[config.mk]
export PLATFORM = sky130hd
export DESIGN_NAME = vga_pixel_fetch
export DESIGN_NICKNAME = d
export VERILOG_FILES = /design/src/rtl/vga_pixel_fetch.sv
export SDC_FILE = /design/constraint.sdc
export NUM_CORES = 1
export LEC_CHECK = 0
export ABC_CLOCK_PERIOD_IN_PS = 5950
export BUFFER_PORTS_ARGS = -buffer_cell sky130_fd_sc_hd__buf_4
export CAP_MARGIN = 40
export CORE_MARGIN = 2
export CORE_UTILIZATION = 25
export CTS_BUF_LIST = sky130_fd_sc_hd__clkbuf_4 sky130_fd_sc_hd__clkbuf_8
export CTS_CLUSTER_DIAMETER = 100
export DETAILED_ROUTE_END_ITERATION = 6
export PLACE_DENSITY_LB_ADDON = 0.1
export SYNTH_ARGS = -nofsm -noshare
export SYNTH_HDL_FRONTEND = slang
export SYNTH_SLANG_ARGS = --single-unit
export TNS_END_PERCENT = 20
[constraint.sdc]
create_clock -name clk -period 5.95 [get_ports clk]
set_clock_uncertainty 0.15 [all_clocks]
set_input_delay 0.8925 -clock clk [delete_from_list [all_inputs] [get_ports clk]]
set_output_delay 0.8925 -clock clk [all_outputs]
set_load 0.01 [all_outputs]
[src/rtl/vga_pixel_fetch.sv]
// Pixel back-end for the VGA path. Takes per-pixel timing from the sync
// generator and fetches packed 4-bit colour indices from a synchronous
// framebuffer RAM. It maps each index through a 16-entry palette that the CPU
// can write, and drives registered 12-bit RGB together with delay-matched,
// polarity-adjusted sync.
module vga_pixel_fetch #(
  parameter int          ADDR_W       = 19,
  parameter int          PIX_PER_WORD = 4,
  parameter int          DATA_W       = 16,
  parameter bit          HS_NEG       = 1'b1,
  parameter bit          VS_NEG       = 1'b1,
  parameter logic [11:0] BORDER_RGB   = 12'h000
) (
  input  logic              clk,
  input  logic              reset,
  input  logic              clk25en,
  input  logic              hsync_in,
  input  logic              vsync_in,
  input  logic              de_in,
  input  logic [ADDR_W-1:0] pix_addr,
  output logic              mem_rd,
  output logic [ADDR_W-3:0] mem_addr,
  input  logic [DATA_W-1:0] mem_rdata,
  input  logic              pal_we,
  input  logic [3:0]        pal_waddr,
  input  logic [11:0]       pal_wdata,
  output logic [11:0]       rgb_out,
  output logic              hsync_out,
  output logic              vsync_out,
  output logic              de_out
);

  localparam int LANE_W  = $clog2(PIX_PER_WORD);
  localparam int WADDR_W = ADDR_W - 2;

  // Select the 4-bit colour index for one lane of a packed word; lane 0 sits
  // in the least significant nibble.
  function automatic logic [3:0] pick_nibble(input logic [DATA_W-1:0] word,
                                             input logic [LANE_W-1:0] lane);
    pick_nibble = word[int'(lane)*4 +: 4];
  endfunction

  // Convert an active-high sync into pin polarity.
  function automatic logic apply_pol(input logic sync_hi, input logic neg);
    apply_pol = sync_hi ^ neg;
  endfunction

  // Stage 0 state: timing, lane and the fetch flag for stage 1.
  logic              vld_p0_q;
  logic              hs_p0_q;
  logic              vs_p0_q;
  logic              fetch_p0_q;
  logic [LANE_W-1:0] lane_p0_q;

  // Framebuffer address is held between fetches.
  logic [WADDR_W-1:0] maddr_q;
  logic [WADDR_W-1:0] maddr_d;
  logic               fetch_d;

  // Stage 1 state: the held word and the selected colour index.
  logic [DATA_W-1:0] word_q;
  logic [DATA_W-1:0] word_src;
  logic              vld_p1_q;
  logic              hs_p1_q;
  logic              vs_p1_q;
  logic [3:0]        idx_p1_q;

  // Stage 2 state: the registered pin outputs.
  logic [11:0] rgb_p2_q;
  logic        hs_p2_q;
  logic        vs_p2_q;
  logic        vld_p2_q;

  // Palette storage. It has no reset; software loads it before display.
  logic [11:0] pal_mem [16];
  logic [11:0] pal_rd;

  // A fetch is needed at the start of every word, and also on the first pixel
  // of a run. That covers a line that begins mid-word and the first pixel
  // after reset. The read strobe is combinational, so the RAM samples it on
  // the same edge that advances stage 0. Its data is therefore ready by the
  // next tick, even when clk25en is high on every clk.
  always_comb begin
    fetch_d = clk25en & de_in &
              ((pix_addr[LANE_W-1:0] == '0) | ~vld_p0_q);
    maddr_d = fetch_d ? pix_addr[ADDR_W-1:2] : maddr_q;
  end

  // The framebuffer strobe and address are forced to their idle values while
  // reset is held, so an asserted reset takes effect without waiting for a clock.
  assign mem_rd   = fetch_d & ~reset;
  assign mem_addr = reset ? '0 : maddr_d;

  // ---- stage 0: register pixel timing and the fetch decision ----
  // Capture the incoming pixel's timing and decide whether its word is fetched.
  always_ff @(posedge clk or posedge reset) begin
    if (reset) begin
      vld_p0_q   <= 1'b0;
      hs_p0_q    <= 1'b0;
      vs_p0_q    <= 1'b0;
      fetch_p0_q <= 1'b0;
      lane_p0_q  <= '0;
      maddr_q    <= '0;
    end else if (clk25en) begin
      vld_p0_q   <= de_in;
      hs_p0_q    <= hsync_in;
      vs_p0_q    <= vsync_in;
      fetch_p0_q <= fetch_d;
      lane_p0_q  <= pix_addr[LANE_W-1:0];
      maddr_q    <= maddr_d;
    end
  end

  // A freshly fetched word is used directly. Otherwise the held word serves
  // the remaining lanes.
  always_comb begin
    word_src = fetch_p0_q ? mem_rdata : word_q;
  end

  // ---- stage 1: capture the RAM word and select the lane's index ----
  // Load the word register on fetch ticks and pick this pixel's nibble.
  always_ff @(posedge clk or posedge reset) begin
    if (reset) begin
      word_q   <= '0;
      vld_p1_q <= 1'b0;
      hs_p1_q  <= 1'b0;
      vs_p1_q  <= 1'b0;
      idx_p1_q <= '0;
    end else if (clk25en) begin
      word_q   <= word_src;
      vld_p1_q <= vld_p0_q;
      hs_p1_q  <= hs_p0_q;
      vs_p1_q  <= vs_p0_q;
      idx_p1_q <= pick_nibble(word_src, lane_p0_q);
    end
  end

  // The palette write port runs on every clk and ignores clk25en.
  always_ff @(posedge clk) begin
    if (pal_we) begin
      pal_mem[pal_waddr] <= pal_wdata;
    end
  end

  // A write to the entry being looked up in the same clk is forwarded, so the
  // pixel shows the new colour (write-first).
  always_comb begin
    pal_rd = pal_mem[idx_p1_q];
    if (pal_we && (pal_waddr == idx_p1_q)) begin
      pal_rd = pal_wdata;
    end
  end

  // ---- stage 2: palette lookup, border colour and sync polarity ----
  // Register the final colour and the delay-matched sync and enable.
  always_ff @(posedge clk or posedge reset) begin
    if (reset) begin
      rgb_p2_q <= BORDER_RGB;
      hs_p2_q  <= HS_NEG;
      vs_p2_q  <= VS_NEG;
      vld_p2_q <= 1'b0;
    end else if (clk25en) begin
      rgb_p2_q <= vld_p1_q ? pal_rd : BORDER_RGB;
      hs_p2_q  <= apply_pol(hs_p1_q, HS_NEG);
      vs_p2_q  <= apply_pol(vs_p1_q, VS_NEG);
      vld_p2_q <= vld_p1_q;
    end
  end

  assign rgb_out   = rgb_p2_q;
  assign hsync_out = hs_p2_q;
  assign vsync_out = vs_p2_q;
  assign de_out    = vld_p2_q;

endmodule

Word-level counts from Yosys, hierarchy flattened --
Memories as Yosys holds them, arrays and structs flattened. Index checks and enable logic that the tools add are counted.
Storage, ports and cells: register bits 61, input port bits 58, memories kept 1, word-level logic and storage cells 35, RAM bits 192, output and inout bits 33
Memories:
- pal_mem | depth 16, width 12, rd ports 1, clocked after Yosys merged registers in 0, wr ports 1, RTL line 75 | logic [11:0] pal_mem [16];
Operators by class: reduce and logical (&&, ||, !) cells 2, bitwise gates (word level) 8, shift-type cells 1, equal/unequal tests 1, muxes and demuxes 7
Operators with widths (count):
- 2-to-1 mux 17 bit | 2
- 2-to-1 mux 12 bit | 2
- 2-to-1 mux 16 bit | 1
- variable part select 16 x 5 -> 4 bit | 1
- equality test 4 bit | 1
- NOT 1 bit | 4
- bitwise AND 1 bit | 3
- zero test 2 bit | 1
- 2-to-1 mux 1 bit | 2
- logical AND 1 bit | 1
- OR 1 bit | 1

Logic depth before layout (Yosys ltp) --
depth in word-level cells 5, depth in mapped cells 7, gate-level depth less buffers 4

Worst setup path after synthesis --
OpenSTA, ideal clock, no wires.
path kind input to output, start point input reset, end point output mem_addr[10], stages on the path 3, data required time 4908 ps, arrival time 3298 ps, path buffers 1, path slack 1610 ps, path through inv_1 > clkbuf_1 > and2_1
On the way: longest elaborated chain between the ends 1
RTL lines:
- start: declaration | RTL line 15 | input logic reset,
- 2-to-1 mux 17 bit | RTL line 92 | assign mem_addr = reset ? '0 : maddr_d;
- end: declaration | RTL line 22 | output logic [ADDR_W-3:0] mem_addr,
Every way passes these cells.

Worst setup path in the final report --
start point input clk25en, end point output mem_addr[8]
On the way: longest elaborated chain between the ends 4
RTL lines:
- start: declaration | RTL line 16 | input logic clk25en,
- bitwise AND 1 bit (2 in series) | RTL line 84 | fetch_d = clk25en & de_in &
- 2-to-1 mux 17 bit | RTL line 86 | maddr_d = fetch_d ? pix_addr[ADDR_W-1:2] : maddr_q;
- 2-to-1 mux 17 bit | RTL line 92
Every way passes these cells.

==> results.tsv <==
stage	metric	value	unit
power	pwr/cell area	371	nW/µm²
clock_tree	Max H-tree Level	2	
floorplan	IO Pins	91	
clock_tree	CTS Buffer Depth	3	
clock_tree	clk sink count	253	
clock_tree	post-CTS sizing	0	
routing	number of routed nets with antenna violations	0	
setup_path	cell family with most CP delay	buffers and inverters	
clock_tree	CTS tree	yes	
place	DP Area	11500	µm²
synth	Seq/Total Area, Yosys	72.7	%
setup_path	Crit. End Element	output port	
grt	GRT overflow	0	
routing	vias per cell	4.41	
timing	setup total negative slack	0	ns
finish	share of cells above drive strength 1	46.0	%
finish	area delta synth->final	25.6	%
timing	Fmax	299	MHz
clock_tree	cts hold-fix bufs	0	
synth	Unique masters post-synth	29	
synth	EDFF count, synth	192	
grt	GR peak layer	met2	
grt	vias in the first global route	5968	
setup_path	Cell Chain, Critical Path	buf_4 -> nand3_1 -> buf_8 -> mux2_2 -> and2_1 -> buf_4	
timing	Slew headroom	38.6	%
status	status	completed	
place	GPL Wtd Cong	0.723	
setup_path	slowest cell on the critical path	buf_4	
grt	met3 global-route usage	3.08	%
setup_path	Crit Path Category	in -> out	
timing	Tcrit/Tclk final	56.2	%
finish	fin area	12600	µm²
synth	Avg Synthesized Cell Area	19.4	µm²
grt	met2 usage	22.0	%
synth	Syn Inst Count	517	
floorplan	Initial Util	25.3	%
synth	post-synth design cell area	10000	µm²
synth	most frequent cell after synthesis	edfxtp_1	
routing	drt pass-1 iters	4	
synth	synth warn	0	
floorplan	row cnt	73	
routing	final WL	26.1	mm
finish	Final #Nets	710	
synth	Synth top area share	57.4	%
synth	top post-synthesis cells by count	edfxtp_1 (192), dfrtp_1 (59), mux4_2 (56)	
setup_path	CP max FO	35	
setup_path	WP data required	4.91	ns
timing	fin. max-slew vios	0	
floorplan	chip width	204	µm
timing	RSZ-0062 raised after global routing	false	
routing	routed length per instance	21.4	µm
hold_path	Worst Hold Class	reg -> reg	
synth	Async SR Flop Fraction	24.1	%
grt	initial antenna violation count	0	
timing	Slew @ Worst Pin	0.921	ns
clock_tree	Root Buffer	clkbuf_8	
routing	Vias	5357	
power	Max VDD drop	0.000138	V
grt	GRT Total Usage	12.9	%
job	max-cap viol count	0	
timing	post-route minimum period	3.34	ns
grt	largest net degree at the start of global routing	62	
grt	first-pass GRT wire length	38.8	mm
clock_tree	TritonCTS Buffers	48	
synth	syn_nets	575	
synth	Synth Register Bits	253	
clock_tree	Clock transition at path regs	0.05	ns
setup_path	crit path launch type	primary input	
finish	Post-Route Utilization	31.8	%
place	PortBufs	90	
setup_path	crit path DAT	2.30	ns
power	Leak Pwr	4.52	nW
routing	DR iter-0 viols	289	
floorplan	die area	41800	µm²
clock_tree	Skew-Pair Late Insertion Delay	0.58	ns
setup_path	crit-path max cell delay	0.35	ns
place	Final HPWL DP	17.1	mm
floorplan	core region area	39600	µm²
clock_tree	Post-CTS Setup Inserts	0	
setup_path	most used cell, CP	buf_4	
routing	# DRC	0	
timing	Final Hold Fails	0	
floorplan	Die Ht	204	µm
timing	final setup violation count	0	
synth	post-synth top area cell	edfxtp_1	
finish	Ant. Diodes	0	
synth	Synth area leaders	edfxtp_1 (57%), dfrtp_1 (15%), mux4_2 (13%)	
setup_path	CP bufs+invs	3	
grt	met1 Resource Use GR	15.8	%
synth	dominant synthesized flop cell	edfxtp_1	
[cells by family after synthesis]
| group | count (synthesis) | synth area share [%] |
|---|---|---|
| flip-flops | 253 | 72.7 |
| multiplexers | 103 | 17.8 |
| XOR/XNOR | 4 | 0.349 |
| AO/OA/AOI/OAI | 44 | 3.40 |
| AND/OR/NAND/NOR | 78 | 4.04 |
| buffers and inverters | 35 | 1.78 |
[placed cells by master (no fill, tap or decap), types with 2 or more instances in the layout]
cell,netlist,routed
edfxtp_1,192,192
buf_4,2,98
clkbuf_8,0,60
dfrtp_1,59,57
mux4_2,56,56
mux2_2,41,41
a22oi_1,24,24
and2_1,18,18
nand2_1,15,15
nor2b_1,14,13
clkbuf_4,0,13
nor2_2,0,12
a221o_1,12,12
buf_8,0,10
clkinv_2,0,7
nor2_1,18,6
mux2i_1,6,6
clkinv_1,0,6
buf_6,4,6
inv_1,5,4
a21oi_1,4,4
o21ai_0,3,3
xor2_1,3,3
nand3_1,2,2
nand3b_1,2,2
nor3_2,0,2
nand2b_1,2,2
nor3_4,0,2
clkinvlp_4,0,2
dfstp_2,2,2
[through the flow]
step                hold slack [ns]  total power, W  worst slack [ns]  std cells
floorplan                     0.238         0.00265              1.61        517
finish                        0.259         0.00468              2.61       1216
global route                  0.296         0.00493              2.49       1216
detailed placement            0.255         0.00297              2.00       1125
CTS                           0.261         0.00479              2.00       1214
global placement              0.248         0.00294              2.07       1110
[layer usage]
metal	part of all wire, %	up-vias
met5	0	-
met4	2.5	0
met3	5.5	46
met2	52	124
met1	40	2835
li1	-	2352
[report_power, final]
| part | switching (W) | internal, W | total (W) |
|---|---|---|---|
| Sequential | 0.000116 | 0.00203 | 0.00215 |
| Combinational | 0.000348 | 0.000412 | 0.000760 |
| Clock | 0.000741 | 0.00103 | 0.00177 |
[state kept, by name (all words and copies together), names as in the netlist]
name        count
vs_p0_q         1
pal_mem       192
lane_p0_q       2
word_q         16
fetch_p0_q      1
vld_p1_q        1
hsync_out       1
vs_p1_q         1
vsync_out       1
maddr_q        17
hs_p1_q         1
vld_p0_q        1
de_out          1
idx_p1_q        4
rgb_out        12
hs_p0_q         1
[final timing paths]
kind                              from          end  slack [ns]  depth (start not counted)
setup / recovery               clk25en  mem_addr[8]        2.61                          6
hold / removal                 hs_p1_q    hsync_out        0.26                          1
setup reg to reg           idx_p1_q[0]   rgb_out[1]        3.01                          5
hold reg to reg                hs_p1_q    hsync_out        0.26                          1
max in group asynchronous        reset    vsync_out        4.78                          4
min in group asynchronous        reset  maddr_q[11]        0.33                          3
[area by class of cell]
| cell class | count | area, µm² |
|---|---|---|
| clock inverters | 16 | 103 |
| clock buffers | 73 | 923 |
| flip-flops and latches | 253 | 7300 |
| multi-input cells | 229 | 2630 |
| repair buffers | 115 | 981 |
| inverters | 5 | 18.8 |
| well taps | 525 | 657 |
| fillers | 3889 | 27000 |
No activity file was read; power rests on OpenSTA's default activity.
